File: config.mk
export PLATFORM = sky130hd
export DESIGN_NAME = cellrv32_vrename
export DESIGN_NICKNAME = d
export VERILOG_FILES = /design/src/rtl/cellrv32_package.sv /design/src/rtl/cellrv32_vrename_fifo.sv /design/src/rtl/cellrv32_vrename.sv
export SDC_FILE = /design/constraint.sdc
export NUM_CORES = 1
export LEC_CHECK = 0
export CORE_ASPECT_RATIO = 0.8
export CORE_MARGIN = 3
export CORE_UTILIZATION = 50
export CTS_BUF_LIST = sky130_fd_sc_hd__clkbuf_16
export CTS_CLUSTER_DIAMETER = 150
export DETAILED_ROUTE_END_ITERATION = 6
export GPL_TIMING_DRIVEN = 0
export MAX_ROUTING_LAYER = met4
export PLACE_DENSITY_LB_ADDON = 0.15
export SLEW_MARGIN = 20
export SYNTH_ARGS = -nofsm -noshare
export SYNTH_HDL_FRONTEND = slang
export SYNTH_HIERARCHICAL = 1
export SYNTH_SLANG_ARGS = --single-unit
File: constraint.sdc
create_clock -name clk_i -period 7.1 [get_ports clk_i]
set_clock_uncertainty 0.2 [all_clocks]
set_input_delay 1.42 -clock clk_i [delete_from_list [all_inputs] [get_ports clk_i]]
set_output_delay 1.42 -clock clk_i [all_outputs]
set_load 0.1 [all_outputs]
File: src/rtl/cellrv32_package.sv
`default_nettype none
// ============================================================================
// Module      : cellrv32_package
// Description : Shared types and constants for the CELLRV32 vector
//               coprocessor front end. Holds the instruction structures
//               exchanged between the vector instruction queue, the renamer
//               and the execution / memory-issue queues, plus the renamer's
//               in-flight bookkeeping record.
//               Register index fields are VREG_W_C wide and ticket fields
//               VTICKET_W_C wide; the renamer uses the low bits it needs.
// Revision    : 1.0 - initial release
// ============================================================================
package cellrv32_package;

    localparam int VREG_W_C    = 7;
    localparam int VTICKET_W_C = 8;

    localparam logic [2:0] VOP_LOAD_C  = 3'b000;
    localparam logic [2:0] VOP_STORE_C = 3'b010;

    typedef struct packed {
        logic [31:0]         data1;
        logic [31:0]         data2;
        logic [VREG_W_C-1:0] dst;
        logic [VREG_W_C-1:0] src1;
        logic [VREG_W_C-1:0] src2;
        logic [2:0]          microop;
        logic [1:0]          fu;
        logic                use_mask;
        logic                reconfigure;
    } to_vector;

    typedef struct packed {
        logic [31:0]            data1;
        logic [31:0]            data2;
        logic [VREG_W_C-1:0]    dst;
        logic [VREG_W_C-1:0]    src1;
        logic [VREG_W_C-1:0]    src2;
        logic [VREG_W_C-1:0]    mask_src;
        logic                   dst_iszero;
        logic                   src1_iszero;
        logic                   src2_iszero;
        logic [2:0]             microop;
        logic [1:0]             fu;
        logic                   use_mask;
        logic                   reconfigure;
        logic [1:0]             lock;
        logic [VTICKET_W_C-1:0] ticket;
    } remapped_v_instr;

    typedef struct packed {
        logic [31:0]            data1;
        logic [31:0]            data2;
        logic [VREG_W_C-1:0]    dst;
        logic [VREG_W_C-1:0]    src1;
        logic [VREG_W_C-1:0]    src2;
        logic [VREG_W_C-1:0]    mask_src;
        logic                   dst_iszero;
        logic [2:0]             microop;
        logic                   use_mask;
        logic                   reconfigure;
        logic [VTICKET_W_C-1:0] ticket;
        logic [VTICKET_W_C-1:0] last_ticket_src1;
        logic [VTICKET_W_C-1:0] last_ticket_src2;
    } memory_remapped_v_instr;

    // One entry per issued instruction, retired strictly in order.
    typedef struct packed {
        logic [VTICKET_W_C-1:0] ticket;
        logic [VREG_W_C-1:0]    old_phys;
        logic                   has_old;
    } vrename_inflight_t;

endpackage
`default_nettype wire

File: src/rtl/cellrv32_vrename_fifo.sv
`default_nettype none
// ============================================================================
// Module      : cellrv32_vrename_fifo
// Description : Generic synchronous circular FIFO with optional fill-on-init.
//               When INIT_FILL is set, reset and i_init load the FIFO full
//               with the sequence INIT_BASE, INIT_BASE+1, ... (used for the
//               physical register free list); otherwise they empty it.
//               DEPTH need not be a power of two.
// Ports       : clk_i, rstn_i (async active-low)
//               i_init             - reload to the initial contents
//               i_push, i_data     - write one entry
//               i_pop              - drop the head entry
//               o_data             - head entry (valid when !o_empty)
//               o_full, o_empty    - occupancy flags
// Revision    : 1.0 - initial release
// ============================================================================
module cellrv32_vrename_fifo #(
    parameter int WIDTH     = 8,
    parameter int DEPTH     = 4,
    parameter bit INIT_FILL = 1'b0,
    parameter int INIT_BASE = 0
) (
    input  logic             clk_i,
    input  logic             rstn_i,
    input  logic             i_init,
    input  logic             i_push,
    input  logic [WIDTH-1:0] i_data,
    input  logic             i_pop,
    output logic [WIDTH-1:0] o_data,
    output logic             o_full,
    output logic             o_empty
);

    localparam int c_ptr_w = (DEPTH > 1) ? $clog2(DEPTH) : 1;
    localparam int c_cnt_w = $clog2(DEPTH + 1);

    logic [WIDTH-1:0]   r_mem [DEPTH];
    logic [c_ptr_w-1:0] r_rd_ptr;
    logic [c_ptr_w-1:0] r_wr_ptr;
    logic [c_cnt_w-1:0] r_count;

    logic w_do_pop;
    logic w_do_push;

    function automatic logic [c_ptr_w-1:0] f_ptr_inc(input logic [c_ptr_w-1:0] p);
        return (p == c_ptr_w'(DEPTH - 1)) ? '0 : p + c_ptr_w'(1);
    endfunction

    assign o_full    = (r_count == c_cnt_w'(DEPTH));
    assign o_empty   = (r_count == '0);
    assign o_data    = r_mem[r_rd_ptr];
    // A push into a full FIFO is accepted only when the head leaves this cycle.
    assign w_do_pop  = i_pop && !o_empty;
    assign w_do_push = i_push && (!o_full || w_do_pop);

    always_ff @(posedge clk_i or negedge rstn_i) begin
        if (!rstn_i) begin
            for (int i = 0; i < DEPTH; i++) begin
                r_mem[i] <= INIT_FILL ? WIDTH'(INIT_BASE + i) : '0;
            end
            r_rd_ptr <= '0;
            r_wr_ptr <= '0;
            r_count  <= INIT_FILL ? c_cnt_w'(DEPTH) : '0;
        end else if (i_init) begin
            for (int i = 0; i < DEPTH; i++) begin
                r_mem[i] <= INIT_FILL ? WIDTH'(INIT_BASE + i) : '0;
            end
            r_rd_ptr <= '0;
            r_wr_ptr <= '0;
            r_count  <= INIT_FILL ? c_cnt_w'(DEPTH) : '0;
        end else begin
            if (w_do_push) begin
                r_mem[r_wr_ptr] <= i_data;
                r_wr_ptr        <= f_ptr_inc(r_wr_ptr);
            end
            if (w_do_pop) begin
                r_rd_ptr <= f_ptr_inc(r_rd_ptr);
            end
            case ({w_do_push, w_do_pop})
                2'b10:   r_count <= r_count + c_cnt_w'(1);
                2'b01:   r_count <= r_count - c_cnt_w'(1);
                default: r_count <= r_count;
            endcase
        end
    end

endmodule
`default_nettype wire

File: src/rtl/cellrv32_vrename.sv
`default_nettype none
// ============================================================================
// Module      : cellrv32_vrename
// Description : Vector register renamer. Maps architectural vector registers
//               onto a larger physical file through a RAT and a free list,
//               hands out in-order tickets, and returns superseded physical
//               registers to the free list on in-order retirement.
//               Optional feature macro: CELLRV32_VRENAME_LAST_PRODUCER_EN
//               keeps a per-architectural-register last producer ticket for
//               the memory-issue path.
// Ports       : clk_i, rstn_i (async active-low)
//               valid_in/instr_in/pop_instr   - instruction queue side
//               valid_o/instr_out/ready_i     - execution queue side
//               m_valid_o/m_instr_out/m_ready_i - memory queue (loads/stores)
//               retire_valid_i/retire_ticket_i - in-order retirement
//               retire_err_o                  - sticky out-of-order retire
//               is_idle_o                     - nothing pending or in flight
// Revision    : 1.0 - initial release
// ============================================================================
module cellrv32_vrename
    import cellrv32_package::*;
#(
    parameter int ARCH_REGS    = 32,
    parameter int PHYS_REGS    = 48,
    parameter int VECTOR_LANES = 8,
    parameter int TICKET_BITS  = 4
) (
    input  logic                   clk_i,
    input  logic                   rstn_i,
    input  logic                   valid_in,
    input  to_vector               instr_in,
    output logic                   pop_instr,
    output logic                   valid_o,
    output remapped_v_instr        instr_out,
    input  logic                   ready_i,
    output logic                   m_valid_o,
    output memory_remapped_v_instr m_instr_out,
    input  logic                   m_ready_i,
    input  logic                   retire_valid_i,
    input  logic [TICKET_BITS-1:0] retire_ticket_i,
    output logic                   retire_err_o,
    output logic                   is_idle_o
);

    localparam int c_areg_w     = $clog2(ARCH_REGS);
    localparam int c_preg_w     = $clog2(PHYS_REGS);
    localparam int c_free_depth = PHYS_REGS - ARCH_REGS;
    localparam int c_inf_depth  = (1 << TICKET_BITS) - 1;
    localparam int c_inf_w      = $bits(vrename_inflight_t);
    localparam int c_unused_lanes = VECTOR_LANES;
    localparam logic [TICKET_BITS-1:0] c_ticket_max   = '1;
    localparam logic [TICKET_BITS-1:0] c_ticket_first = TICKET_BITS'(1);

    logic [c_preg_w-1:0]    r_rat [ARCH_REGS];
    logic [TICKET_BITS-1:0] r_next_ticket;
    logic                   r_retire_err;

    logic [c_areg_w-1:0]    w_dst_a;
    logic [c_areg_w-1:0]    w_src1_a;
    logic [c_areg_w-1:0]    w_src2_a;
    logic                   w_is_load;
    logic                   w_is_store;
    logic                   w_is_mem;
    logic                   w_reconf;
    logic                   w_alloc;
    logic                   w_fire;
    logic                   w_retire_ok;

    logic [c_preg_w-1:0]    w_fl_head;
    logic                   w_fl_empty;
    logic                   w_fl_full;
    logic                   w_fl_push;

    vrename_inflight_t      w_inf_head;
    vrename_inflight_t      w_inf_push_data;
    logic                   w_inf_full;
    logic                   w_inf_empty;

    logic [VREG_W_C-1:0]    w_dst_phys;
    logic [VREG_W_C-1:0]    w_src1_phys;
    logic [VREG_W_C-1:0]    w_src2_phys;
    logic [VREG_W_C-1:0]    w_mask_phys;
    logic [VREG_W_C-1:0]    w_old_phys;
    logic [1:0]             w_lock;
    logic [VTICKET_W_C-1:0] w_ticket_ext;
    logic [VTICKET_W_C-1:0] w_last_src1;
    logic [VTICKET_W_C-1:0] w_last_src2;
    logic                   w_unused_bits;

    // ------------------------------------------------------------------
    // Decode and issue condition
    // ------------------------------------------------------------------
    assign w_dst_a    = instr_in.dst[c_areg_w-1:0];
    assign w_src1_a   = instr_in.src1[c_areg_w-1:0];
    assign w_src2_a   = instr_in.src2[c_areg_w-1:0];
    assign w_is_load  = (instr_in.microop == VOP_LOAD_C);
    assign w_is_store = (instr_in.microop == VOP_STORE_C);
    assign w_is_mem   = w_is_load || w_is_store;
    assign w_reconf   = instr_in.reconfigure;
    assign w_alloc    = !w_is_store && !w_reconf;

    // Reconfigure rebuilds the RAT and free list, so it may only proceed
    // once nothing older can still return registers.
    assign w_fire = valid_in && ready_i
                 && (!w_is_mem || m_ready_i)
                 && !w_inf_full
                 && (!w_alloc || !w_fl_empty)
                 && (!w_reconf || w_inf_empty);

    assign w_retire_ok = retire_valid_i && !w_inf_empty
                      && (w_inf_head.ticket == VTICKET_W_C'(retire_ticket_i));

    // All RAT reads see the mapping before this cycle's update.
    assign w_old_phys   = VREG_W_C'(r_rat[w_dst_a]);
    assign w_dst_phys   = w_alloc ? VREG_W_C'(w_fl_head) : w_old_phys;
    assign w_src1_phys  = VREG_W_C'(r_rat[w_src1_a]);
    assign w_src2_phys  = VREG_W_C'(r_rat[w_src2_a]);
    assign w_mask_phys  = VREG_W_C'(r_rat[0]);
    assign w_ticket_ext = VTICKET_W_C'(r_next_ticket);

    always_comb begin
        w_lock = 2'b00;
        if (w_is_load) begin
            w_lock = 2'b11;
        end else if (w_is_store) begin
            w_lock = 2'b01;
        end
        if (w_reconf) begin
            w_lock = 2'b00;
        end
    end

    assign pop_instr    = w_fire;
    assign valid_o      = w_fire;
    assign m_valid_o    = w_fire && w_is_mem;
    assign retire_err_o = r_retire_err;
    assign is_idle_o    = !valid_in && w_inf_empty;

    always_comb begin
        instr_out             = '0;
        instr_out.data1       = instr_in.data1;
        instr_out.data2       = instr_in.data2;
        instr_out.dst         = w_dst_phys;
        instr_out.src1        = w_src1_phys;
        instr_out.src2        = w_src2_phys;
        instr_out.mask_src    = w_mask_phys;
        instr_out.dst_iszero  = w_is_store;
        instr_out.src1_iszero = 1'b0;
        instr_out.src2_iszero = 1'b0;
        instr_out.microop     = instr_in.microop;
        instr_out.fu          = instr_in.fu;
        instr_out.use_mask    = instr_in.use_mask;
        instr_out.reconfigure = instr_in.reconfigure;
        instr_out.lock        = w_lock;
        instr_out.ticket      = w_ticket_ext;
    end

    always_comb begin
        m_instr_out                  = '0;
        m_instr_out.data1            = instr_in.data1;
        m_instr_out.data2            = instr_in.data2;
        m_instr_out.dst              = w_dst_phys;
        m_instr_out.src1             = w_src1_phys;
        m_instr_out.src2             = w_src2_phys;
        m_instr_out.mask_src         = w_mask_phys;
        m_instr_out.dst_iszero       = w_is_store;
        m_instr_out.microop          = instr_in.microop;
        m_instr_out.use_mask         = instr_in.use_mask;
        m_instr_out.reconfigure      = instr_in.reconfigure;
        m_instr_out.ticket           = w_ticket_ext;
        m_instr_out.last_ticket_src1 = w_last_src1;
        m_instr_out.last_ticket_src2 = w_last_src2;
    end

    // ------------------------------------------------------------------
    // Free list and in-flight FIFO
    // ------------------------------------------------------------------
    assign w_fl_push = w_retire_ok && w_inf_head.has_old;

    cellrv32_vrename_fifo #(
        .WIDTH     (c_preg_w),
        .DEPTH     (c_free_depth),
        .INIT_FILL (1'b1),
        .INIT_BASE (ARCH_REGS)
    ) u_free_list (
        .clk_i   (clk_i),
        .rstn_i  (rstn_i),
        .i_init  (w_fire && w_reconf),
        .i_push  (w_fl_push),
        .i_data  (w_inf_head.old_phys[c_preg_w-1:0]),
        .i_pop   (w_fire && w_alloc),
        .o_data  (w_fl_head),
        .o_full  (w_fl_full),
        .o_empty (w_fl_empty)
    );

    always_comb begin
        w_inf_push_data          = '0;
        w_inf_push_data.ticket   = w_ticket_ext;
        w_inf_push_data.old_phys = w_old_phys;
        w_inf_push_data.has_old  = w_alloc;
    end

    cellrv32_vrename_fifo #(
        .WIDTH     (c_inf_w),
        .DEPTH     (c_inf_depth),
        .INIT_FILL (1'b0),
        .INIT_BASE (0)
    ) u_inflight (
        .clk_i   (clk_i),
        .rstn_i  (rstn_i),
        .i_init  (1'b0),
        .i_push  (w_fire),
        .i_data  (w_inf_push_data),
        .i_pop   (w_retire_ok),
        .o_data  (w_inf_head),
        .o_full  (w_inf_full),
        .o_empty (w_inf_empty)
    );

    // ------------------------------------------------------------------
    // RAT, ticket counter, sticky retire error
    // ------------------------------------------------------------------
    always_ff @(posedge clk_i or negedge rstn_i) begin
        if (!rstn_i) begin
            for (int i = 0; i < ARCH_REGS; i++) begin
                r_rat[i] <= c_preg_w'(i);
            end
            r_next_ticket <= c_ticket_first;
            r_retire_err  <= 1'b0;
        end else begin
            if (w_fire) begin
                if (w_reconf) begin
                    for (int i = 0; i < ARCH_REGS; i++) begin
                        r_rat[i] <= c_preg_w'(i);
                    end
                    r_next_ticket <= c_ticket_first;
                end else begin
                    if (w_alloc) begin
                        r_rat[w_dst_a] <= w_fl_head;
                    end
                    // Ticket 0 means "no producer", so the count wraps to 1.
                    r_next_ticket <= (r_next_ticket == c_ticket_max)
                                   ? c_ticket_first
                                   : r_next_ticket + TICKET_BITS'(1);
                end
            end
            if (retire_valid_i && !w_retire_ok) begin
                r_retire_err <= 1'b1;
            end
        end
    end

    // ------------------------------------------------------------------
    // Last producer tracking for the memory-issue path
    // ------------------------------------------------------------------
`ifdef CELLRV32_VRENAME_LAST_PRODUCER_EN
    logic [TICKET_BITS-1:0] r_last_prod [ARCH_REGS];

    always_ff @(posedge clk_i or negedge rstn_i) begin
        if (!rstn_i) begin
            for (int i = 0; i < ARCH_REGS; i++) begin
                r_last_prod[i] <= '0;
            end
        end else if (w_fire) begin
            if (w_reconf) begin
                for (int i = 0; i < ARCH_REGS; i++) begin
                    r_last_prod[i] <= '0;
                end
            end else if (!w_is_store) begin
                r_last_prod[w_dst_a] <= r_next_ticket;
            end
        end
    end

    // An empty entry means no older producer is known; fall back to own ticket.
    assign w_last_src1 = (r_last_prod[w_src1_a] == '0) ? w_ticket_ext
                       : VTICKET_W_C'(r_last_prod[w_src1_a]);
    assign w_last_src2 = (r_last_prod[w_src2_a] == '0) ? w_ticket_ext
                       : VTICKET_W_C'(r_last_prod[w_src2_a]);
`else
    assign w_last_src1 = w_ticket_ext;
    assign w_last_src2 = w_ticket_ext;
`endif

    assign w_unused_bits = ^{instr_in.dst[VREG_W_C-1:c_areg_w],
                             instr_in.src1[VREG_W_C-1:c_areg_w],
                             instr_in.src2[VREG_W_C-1:c_areg_w],
                             w_inf_head.old_phys[VREG_W_C-1:c_preg_w],
                             w_fl_full, c_unused_lanes[0]};

endmodule
`default_nettype wire

# After elaboration in Yosys (flattened, before gate mapping)

Index checks and enable logic that the tools add are counted.

Add/sub/neg operators: 9
Multiplexer cells: 45
Equal/unequal tests: 13
Bitwise logic cells: 7
Reduce and logical (&&, ||, !) cells: 46
$lt $le $gt $ge: 10

Operator list:

| cell                | count |
|---|---|
| $mux 192            | 2 |
| $bwmux 240          | 1 |
| $bwmux 192          | 1 |
| $mux 96             | 2 |
| $bwmux 96           | 1 |
| $bmux 6 s5          | 3 |
| $mux 6              | 11 |
| $bmux 16 s4         | 1 |
| $demux 16 s4        | 1 |
| $mux 16             | 3 |
| $mux 4              | 10 |
| $demux 6 s5         | 1 |
| $add 4x1->4 const B | 6 |
| $bmux 6 s4          | 1 |
| $demux 6 s4         | 1 |
| $eq 4x4->1 const B  | 6 |
| $logic_and 1x1->1   | 21 |
| $ge 5x5->1 const B  | 4 |
| $not 4->5           | 4 |
| $ge 6x6->1 const B  | 3 |
| $not 5->6           | 3 |
| $logic_not 1->1     | 10 |
| $lt 5x1->1 const B  | 2 |
| $pmux 5 s2          | 1 |
| 20 further kinds    | 31 |

Register bits after elaboration: 558
Logic and storage cells: 201
Input port bits: 102
Output and inout bits: 239

# Longest topological paths before layout

Depth in word-level cells: 15
Gate-level depth with buffers: 19
Mapped depth without buffers: 16

# Cells and area by module

Netlist, hierarchy kept.

By module, submodules not included:

| module                               | seq. area each (µm²) | instances | cells each | area each (µm²) |
|---|---|---|---|---|
| cellrv32_vrename                     | 5031.1               | 1         | 1529       | 15578.7 |
| cellrv32_vrename_fifo at u_inflight  | 6306.0               | 1         | 1290       | 12695.9 |
| cellrv32_vrename_fifo at u_free_list | 2788.9               | 1         | 539        | 5708.0 |

# Worst setup path before layout

OpenSTA, ideal clock, no wires.

Path kind: input to output
Start: input port instr_in[15] (netlist name)
End: output port m_instr_out[49] (netlist name)
Data required time: 5480 ps
Data arrival time: 5262 ps
Slack: 218 ps
Stages on the path: 7
Path buffers: 3
Cells stage by stage: buf_2 buf_2 mux4_2 nor2b_1 a211oi_1 a311oi_1 buf_4

RTL lines:

| what               | line                   | source |
|---|---|---|
| start: declaration | cellrv32_vrename.sv:31 | `input to_vector instr_in,` |
| end: declaration   | cellrv32_vrename.sv:37 | `output memory_remapped_v_instr m_instr_out,` |

==> metrics <==
run status=complete, but fails checks; failing checks=DRC, setup timing; boundary pin count=approximately 340; peak fanout along the critical path=10; DR vias/cell=about 6.5; First-pass DRT Iterations=7; max_cap viols=0; Finished Layout Cells=~4500; remaining global-route overflow=0; Power Density=~250 nW/um^2; drt total wl=about 130000 um; largest net degree at the start of global routing=roughly 100; initial core utilization=0.5123; setup violators final=6; share of cells above drive strength 1=0.2239; Horiz. Die Dim=294.5 um; Net Sw Power=roughly 3.7 mW; vias in the first global route=~28000; Pwr Total=9.575 mW; grt met3 use=0.1618; WL/cell=28.89 um; placed cells=around 4400; Final min period=~7.3 ns; 1st-iter DRT viols=just over 4000; global-route wire length before repair=191600 um; initial antenna violation count=6; Most Crowded Layer GR=met1; Slew HR=0.1090; via count=between 20000 and 30000; Peak VDD IR=just over 400 uV; Row Count=83; clock share of power=0.315; GR Util met1=0.5619; CTS clock-pin slew for the worst setup and hold paths=roughly 0.060 ns; I/O Buffers=roughly 230; P_leak=about 15 nW; die height=approximately 240 um; Core Area=65010 um^2; Post-DP HPWL=between 100000 and 150000 um; Yosys Warn Count=6; maximum clock frequency=~0.14 GHz; TritonCTS Buffers=57; fillers=approximately 5600; Startpoint Class=input pin; CTS tree=yes; part of the cycle the worst path needs=1.025; Power Internal=5.853 mW; worst setup margin=-0.1741 ns; die area=69760 um^2; H-tree depth=2; CTS Sinks=~540; post-synthesis area per instance=roughly 10 um^2; classification of the worst setup path=input pin to output port; final hold violation count=0; Hold Crit Depth=1; DR DRC count=5; Nets=~3800; CTS max path bufs=3; Worst R2R Path Depth=16; Crit. End Element=output port; Slew Limit Fails=0; GR Util met2=0.4838; Cell Area, Synth=about 33000 um^2; Comb pwr share=0.306; DRT antenna net count=0; CTS Root Cell=clkbuf_16; sequential fraction of design power=0.379; Worst Tran Pin Value=between 1 and 1.5 ns; critical path required time=5.48 ns; worst skew pair latency=between 0.6 and 0.7 ns; WP data arrival=~5.7 ns; CTS hold repair buffers=0; P&R area growth vs syn=17.11%; switching share of power=0.3887; hold crit path type=flip-flop to flip-flop; GRT Total Usage=0.3822; RSZ-0062 raised after global routing=no; Mapped Cells=3290; RePlAce Congestion=roughly 1.1
[metal layers]
layer / vias up / wire, um
li1: 12580 / -
met1: 14980 / 57510
met2: 1817 / 51560
met3: 254 / 19150
met4: 0 / 3017
met5: - / 0
[placed cells by master (no fill, tap or decap), types with 53 or more instances in the layout]
master           count
nor3_1              85
mux2i_1            224
o22ai_1             53
nor2_1             133
o2bb2ai_1          128
a21oi_1            370
nand2_1            550
clkbuf_1           151
dfrtp_1            413
dfstp_2            130
buf_2               95
buf_4              234
clkdlybuf4s50_1    222
mux4_2             151
clkbuf_16           59
[layout make-up]
class	instances	area, um^2	share of cell area
multi-input combinational	2274	16780	0.4302
sequential	543	13750	0.3526
buffer	499	2943	0.07546
timing repair buffer	240	2502	0.06417
clock buffer	59	1476	0.03786
tap	850	1064	0.02727
clock inverter	43	372.9	0.009561
inverter	23	86.33	0.002214
antenna	11	27.53	0.0007058
[metrics by stage]
stage / setup TNS [ns] / hold WS [ns] / setup WS [ns] / util / area, um^2
floorplan: 0 / 0.2804 / 0.2183 / - / 33490
global placement: -9916.71 / 0.2604 / -20.15 / 0.5675 / 36900
detailed placement: -1.579 / 0.2688 / -0.5516 / 0.5705 / 37090
CTS: 0 / 0.2860 / 0.003014 / 0.5992 / 38950
global route: 0 / 0.2998 / 0.0006710 / 0.5997 / 38990
finish: -0.6917 / 0.2760 / -0.1741 / 0.5999 / 39000
[repair_timing]
| item | CTS | global route |
|---|---|---|
| resized for setup | 10 | 21 |
| endpoints found under the setup margin | 8 | 12 |
| endpoints found under the hold margin | 0 | 0 |
| setup buffers | 0 | 0 |
[worst max-delay path, stage by stage]
cell and delay [ns]:
clkbuf_1 0.68, clkbuf_1 0.75, mux4_2 0.41, a22o_1 0.25, nor3_1 0.79, a31oi_1 0.18, buf_4 0.21, clkdlybuf4s50_1 0.96
[state kept, by name (all words and copies together), names as in the netlist]
name                  flops
u_free_list/r_count       5
r_next_ticket             4
u_free_list/r_mem        96
u_free_list/r_rd_ptr      4
retire_err_o              1
u_inflight/r_rd_ptr       4
u_free_list/r_wr_ptr      4
instr_out                 6
r_rat                   186
u_inflight/r_count        4
u_inflight/r_mem        225
u_inflight/r_wr_ptr       4
[worst paths after layout]
| check | slack (ns) | from | end |
|---|---|---|---|
| setup / recovery | -0.17 | instr_in[10] | m_instr_out[41] |
| hold / removal | 0.28 | retire_err_o | retire_err_o |
| setup reg to reg | 0.65 | u_inflight/r_rd_ptr[1] | u_free_list/r_mem[75] |
| hold reg to reg | 0.28 | retire_err_o | retire_err_o |
| max in group asynchronous | 4.57 | rstn_i | r_rat[10] |
| min in group asynchronous | 0.45 | rstn_i | u_free_list/r_mem[63] |
[power groups by stage]
stage	Clock (mW)	Sequential, mW	Combinational (mW)
5_1_grt	3.16	3.63	3.03
6_report	3.01	3.63	2.93
2_1_floorplan	0	3.51	2.08
3_3_place_gp	0	3.66	2.82
4_1_cts	3.05	3.61	2.85
3_5_place_dp	0	3.66	2.84
No activity file was read; power rests on OpenSTA's default activity.
